**src/rtl/grant_seq.sv**
```systemverilog
// grant_seq: turns an encoded request {e1,e0}/nr into a one-hot grant held
// until ack or a HOLD_MAX-cycle timeout, followed by a one-cycle cool-down.
// Optional feature macro: GRANT_CNT_EN adds per-channel saturating grant
// counters read through cnt_sel; without it cnt is tied to zero.
module grant_seq #(
  parameter int unsigned HOLD_MAX = 15
) (
  input  logic       clk,
  input  logic       rst,
  input  logic       e0,
  input  logic       e1,
  input  logic       nr,
  input  logic       ack,
  input  logic [1:0] cnt_sel,
  output logic [3:0] g,
  output logic [1:0] idx,
  output logic       busy,
  output logic       tout,
  output logic [7:0] cnt
);

  localparam int unsigned N_CH   = 4;
  localparam int unsigned IDX_W  = 2;
  localparam int unsigned HOLD_W = 8;
  localparam int unsigned CNT_W  = 8;
  localparam logic [HOLD_W-1:0] HOLD_LIM = HOLD_W'(HOLD_MAX);

  typedef enum logic [1:0] {
    IDLE  = 2'd0,
    GRANT = 2'd1,
    COOL  = 2'd2
  } state_t;

  state_t            state;
  state_t            state_nx;
  logic [HOLD_W-1:0] hold;
  logic [HOLD_W-1:0] hold_nx;
  logic [N_CH-1:0]   g_nx;
  logic [IDX_W-1:0]  idx_nx;
  logic              busy_nx;
  logic              tout_nx;
  logic              start;
  logic              expire;

  assign expire = (hold == HOLD_LIM);

  // State register
  always_ff @(posedge clk) begin
    if (rst) state <= IDLE;
    else     state <= state_nx;
  end

  // Next-state logic; ack wins over a coincident timeout
  always_comb begin
    state_nx = state;
    unique case (state)
      IDLE:    if (!nr) state_nx = GRANT;
      GRANT:   if (ack || expire) state_nx = COOL;
      COOL:    state_nx = IDLE;
      default: state_nx = IDLE;
    endcase
  end

  // Next values of the registered outputs and the hold counter
  always_comb begin
    g_nx    = g;
    idx_nx  = idx;
    hold_nx = hold;
    tout_nx = 1'b0;
    start   = 1'b0;
    busy_nx = (state_nx != IDLE);
    unique case (state)
      IDLE: begin
        g_nx    = '0;
        hold_nx = '0;
        if (!nr) begin
          start   = 1'b1;
          idx_nx  = {e1, e0};
          g_nx    = N_CH'(1) << {e1, e0};
          hold_nx = HOLD_W'(1);
        end
      end
      GRANT: begin
        if (ack) begin
          g_nx    = '0;
          hold_nx = '0;
        end else if (expire) begin
          g_nx    = '0;
          hold_nx = '0;
          tout_nx = 1'b1;
        end else begin
          hold_nx = hold + HOLD_W'(1);
        end
      end
      COOL: begin
        g_nx    = '0;
        hold_nx = '0;
      end
      default: begin
        g_nx    = '0;
        hold_nx = '0;
      end
    endcase
  end

  // Output and hold-counter registers
  always_ff @(posedge clk) begin
    if (rst) begin
      g    <= '0;
      idx  <= '0;
      busy <= 1'b0;
      tout <= 1'b0;
      hold <= '0;
    end else begin
      g    <= g_nx;
      idx  <= idx_nx;
      busy <= busy_nx;
      tout <= tout_nx;
      hold <= hold_nx;
    end
  end

`ifdef GRANT_CNT_EN
  logic [CNT_W-1:0] gcnt [N_CH];

  // Per-channel grant counters, bumped on each IDLE->GRANT and saturating
  always_ff @(posedge clk) begin
    if (rst) begin
      for (int i = 0; i < N_CH; i++) gcnt[i] <= '0;
    end else if (start && (gcnt[idx_nx] != {CNT_W{1'b1}})) begin
      gcnt[idx_nx] <= gcnt[idx_nx] + CNT_W'(1);
    end
  end

  assign cnt = gcnt[cnt_sel];
`else
  logic unused_cnt_inputs;

  assign unused_cnt_inputs = ^{cnt_sel, start};
  assign cnt = '0;
`endif

endmodule

```
**config.mk**
```make
export PLATFORM = sky130hd
export DESIGN_NAME = grant_seq
export DESIGN_NICKNAME = d
export VERILOG_FILES = /design/src/rtl/grant_seq.sv
export SDC_FILE = /design/constraint.sdc
export NUM_CORES = 1
export LEC_CHECK = 0
export CAP_MARGIN = 20
export CORE_MARGIN = 8
export CORE_UTILIZATION = 40
export DETAILED_ROUTE_END_ITERATION = 16
export PLACE_DENSITY = 0.84
export SETUP_SLACK_MARGIN = 0.05
export SKIP_LAST_GASP = 1
export SLEW_MARGIN = 20
export SYNTH_ARGS = -nofsm -noshare
export SYNTH_HDL_FRONTEND = slang
export SYNTH_SLANG_ARGS = --single-unit
```
**constraint.sdc**
```tcl
create_clock -name clk -period 1.5 [get_ports clk]
set_input_delay 0.225 -clock clk [delete_from_list [all_inputs] [get_ports clk]]
set_output_delay 0.225 -clock clk [all_outputs]
set_load 0.005 [all_outputs]
```
# After elaboration in Yosys (flattened, before gate mapping)

Cells that the tools add are included.

Bits in writable memories: 0
ROM bits: 0
Memories kept: 0
Latch bits: 0
Bits in registers: 18
Input port bits: 8

Equality and inequality tests: 3
$lt $le $gt $ge: 0
Div/mod/pow operators: 0
Bitwise operators: 2
Multipliers: 0
Muxes and demuxes: 12
Shift-type cells: 1
$add $sub $neg: 1
Reduce and logical (&&, ||, !) cells: 5

Operator list:

| kind                | count |
|---|---|
| $mux 8              | 2 |
| $pmux 8 s2          | 1 |
| $mux 4              | 3 |
| $add 8x1->8 const B | 1 |
| $eq 8x4->1 const B  | 1 |
| $pmux 4 s2          | 1 |
| $mux 2              | 2 |
| $pmux 2 s2          | 1 |
| $shl 1x2->4 const A | 1 |
| $ne 3x3->1 const B  | 1 |
| $reduce_or 3->1     | 1 |
| $eq 2x1->1 const B  | 1 |
| $logic_not 2->1     | 1 |
| $mux 1              | 2 |
| $not 1->1           | 2 |
| $reduce_and 2->1    | 1 |
| $reduce_bool 2->1   | 1 |
| $logic_or 1x1->1    | 1 |

# Depth between registers and ports, before layout

Gate-level depths: netlist (run 1).

Depth in word-level cells: 5
Mapped depth: 4
Depth with buffers taken out: 4

# Worst setup path before layout (run 1)

Ideal clock, no wire load.

Kind: register to register
Start: reg hold[0]
End: reg g[0]
Path slack: -0.019 ns
Required time: 1.383 ns
Setup time: 0.117 ns
Cell stages (with the launch flop): 5
Arrival time: 1.402 ns
Period minus slack after synthesis: 1.519 ns
Buffers on the path: 0
Path through: dfxtp_1 ha_1 and3_1 a2111o_1 o22a_1

Longest elaborated chain between the ends: 2

Ends and longest elaborated chain:

| what                   | RTL line | source |
|---|---|---|
| from (decl)            | 36       | `logic [HOLD_W-1:0] hold;` |
| from (signal assigned) | 119      | `hold <= hold_nx;` |
| $eq 8x4->1             | 45       | `assign expire = (hold == HOLD_LIM);` |
| $ne 3x3->1 (no line)   | -        |  |
| to (signal assigned)   | 115      | `g <= g_nx;` |
| to (decl)              | 15       | `output logic [3:0] g,` |

No other way between the ends.
A chain may end at the register's enable or synchronous reset.

# Final worst setup path (run 1)

Start: in ack
End: reg hold[0]

Longest elaborated chain between the ends: 2

Ends and longest elaborated chain:

| what        | RTL line | source |
|---|---|---|
| from (decl) | 13       | `input logic ack,` |
| $mux 8      | 84       | `if (ack) begin` |
| $pmux 8 s2  | 72       | `unique case (state)` |

No other way between the ends.

==> out/qor.yml, run 1 <==
post-route-min-period_ns: 1.416
fill_cells: 192
period_share_pct: 94.41
post_dp_cell_area_sq_um: 980.9
met2_length_microns: 916
core_sq_um: 1882
status: "completed"
synth_xor_area_share_pct: 1.144
synth_edf_count: 0
die_w_microns: 59.76
endpoint_kind: "flip-flop"
pwr-share-clk_pct: 32.6
maxCapViolCount: 0
synthAdderAreaFrac_pct: 1.634
final-setup-viol-count: 0
numCtsBuffers: 3
crit_arrival_ns: 1.63
drc: 0
regArea_sq_um: 364.1
synthMuxAreaShare_pct: 2.614
ys_top_cells_by_area: "dfxtp_1 (47%), buf_4 (7.8%), a21oi_1 (3.3%), mux2i_1 (2.6%), nor4_1 (2.5%)"
reg2reg_from: "state[1]$_SDFF_PP0_"
yosysWarnings: 0
p_seq_share_pct: 55.7
dieHeight_microns: 59.76
ir_drop_v: 0.0008313
rsz0062_at_grt: "yes"
dieArea_sq_um: 3571
wl_met3_microns: 100
grt_pass1_wl_mm: 2.891
crit_fanout: 3
switchingPower_mw: 0.2045
ys_ff_latch: 18
drv_slew: 0
area_delta_synth_final_pct: 36.11
clk_pin_slew_worst_paths_ns: 0.10
synthSimpleGateAreaFrac_pct: 18.95
crit_start: "ack"
ant_nets: 0
top_layer: "met4"
place_ws_ns: -0.2563
post_cts_buffers: 0
skew_ns: 0.005899
synth.avg_cell_area_sq_um: 9.572
wl_mm: 1.747
switching_share_pct: 22.50
wl_per_cell_microns: 13.14
initial_utilization_pct: 40.69
p_comb_share_pct: 11.6
max_freq_mhz: 706.1
firstDrtPassIters: 4
syn_area_sq_um: 765.7
synth_ff_type: "dfxtp_1"
p_int_mw: 0.7045
synthDistinctLibCells: 33
cts_hold_buf: 0
synth_largest_area_cell: "dfxtp_1"
htreeDepth: 1
yosysSeqAreaShare_pct: 47.06
synth_top_area_share_pct: 47.06
place_congestion: 0.8158
cp.required_ns: 1.71
grt_max_degree: 11
grt-ovfl-total: 0
hold_viol: 0
cts_root_buffer: "clkbuf_4"
powerDensity_nw_per_um2: 872.1
worstSkewPairLatency_ns: 0.29
drt-met1-wl_microns: 723
nNetsFinal: 116
synthCells: 80
crit_chain: "clkdlybuf4s50_1 -> or4b_1 -> a21o_1 -> o31ai_2"
p_leak_nw: 0.3887
vias: 669
tritoncts: "done"
fin_ws_ns: 0.08383
cts_sinks: 18
cts_buffer_depth: 2
drt-initial-drc-count: 5
port-buffer-count: 13
drive_gt1_share_pct: 23.58
hp-start: "g[1]$_SDFFE_PP0P_"
slowest_stage: "or4b_1"
min_path_type: "flip-flop to flip-flop"
track_usage_pct: 10.51
critical_path_class: "primary input to flip-flop"
synthArstFlopShare_pct: 0
synth_top_family_by_area: "simple AND/OR/NAND/NOR gates"
fin_hold_ws_ns: 0.4793
diodes: 0
rows: 16
place_hpwl_mm: 1.341
cp-start-kind: "primary input"
viasPerCell: 5.030
antenna_found_initial: 0
multi_input_area_sq_um: 387.9
grt_pass1_vias: 735
synth-compound-area-share_pct: 18.63
io_pins: 24
fin_area_sq_um: 1042
critPathMaxStageDelay_ns: 0.59
[sequential cells by signal, indices dropped and copies added (netlist names)]
name / count
hold: 8
g: 4
idx: 2
state: 2
busy: 1
tout: 1
[per-layer routing]
layer	GRT usage (%)	vias up
li1	-	335
met1	10.75	310
met2	18.00	22
met3	4.731	2
met4	4.422	0
met5	0	-
[cells in the final DEF, fill, tap and decap left out, types with 2 or more instances in the layout]
cell,count
nor4_1,2
or4_1,2
or3_1,3
clkdlybuf4s50_1,13
o22a_1,2
buf_4,11
inv_1,2
clkbuf_4,3
dfxtp_1,15
nand2_1,4
dfxtp_2,3
nor2_1,3
mux2i_1,2
a21oi_1,5
nor3_1,3
o21ai_0,3
nand3_1,2
conb_1,8
[power by group through the flow]
stage / sequential, mW / clock [mW] / combinational, mW
6_report: 0.507 / 0.296 / 0.106
3_5_place_dp: 0.516 / 0 / 0.103
2_1_floorplan: 0.517 / 0 / 0.0514
4_1_cts: 0.506 / 0.308 / 0.104
5_1_grt: 0.509 / 0.331 / 0.118
3_3_place_gp: 0.516 / 0 / 0.100
[path summary, 6_finish.rpt]
check	to	slack (ns)	cells past startpoint
hold reg to reg	g[1]$_SDFFE_PP0P_	0.48	1
setup reg to reg	hold[0]$_SDFF_PP0_	0.10	3
hold / removal	g[1]$_SDFFE_PP0P_	0.48	1
setup / recovery	hold[0]$_SDFF_PP0_	0.08	4
[through the flow]
stage	total power, mW	TNS (ns)	cells	utilization (%)
CTS	0.9172	0	133	54.12
global route	0.9582	0	133	55.39
global placement	0.6162	-1.790	129	52.13
floorplan	0.5688	0	87	-
finish	0.9089	0	133	55.39
detailed placement	0.6198	-2.303	129	52.13
[synthesized netlist by cell type (2+ instances only)]
cell,instances
a21oi_1,5
nand3_1,3
or3_1,3
nand2_1,4
nor2_1,3
or4_1,2
inv_1,2
buf_4,8
nor4_1,3
mux2i_1,2
o22a_1,2
o21ai_0,3
dfxtp_1,18
nor3_1,3
[layout make-up]
type / instances / area share [%]
sequential: 18 / 34.93
tap: 27 / 3.241
timing repair buffer: 24 / 20.41
inverter: 2 / 0.7203
clock buffer: 4 / 3.481
multi-input combinational: 58 / 37.21
[cells by family after synthesis]
logic type / after synthesis
AO/OA/AOI/OAI: 20
XOR/XNOR: 1
adder cells (fa/ha/maj): 1
buffers and inverters: 11
flip-flops: 18
multiplexers: 2
other: 1
AND/OR/NAND/NOR: 26
[repair_timing]
item / in CTS / in global routing
endpoints found under the setup margin: 1 / 7
pin swaps: 0 / 1
gates resized for setup: 1 / 6
[worst max-delay path, delay by kind of cell]
family | cells | cell delay, ns
simple gates | 1 | 0.59
compound gates | 2 | 0.40
buf+inv | 1 | 0.41
Power figures use the tool's default switching activity.
==> inputs of run 2 (changes only) <==
--- a/config.mk
+++ b/config.mk
@@ -9,8 +9,10 @@
 export CORE_MARGIN = 8
 export CORE_UTILIZATION = 40
 export DETAILED_ROUTE_END_ITERATION = 16
+export GPL_TIMING_DRIVEN = 1
 export PLACE_DENSITY = 0.84
 export SETUP_SLACK_MARGIN = 0.05
+export SKIP_CTS_REPAIR_TIMING = 1
 export SKIP_LAST_GASP = 1
 export SLEW_MARGIN = 20
 export SYNTH_ARGS = -nofsm -noshare
==> results of run 2 <==
The final DEF is identical to that of run 1; final timing and power are the same.
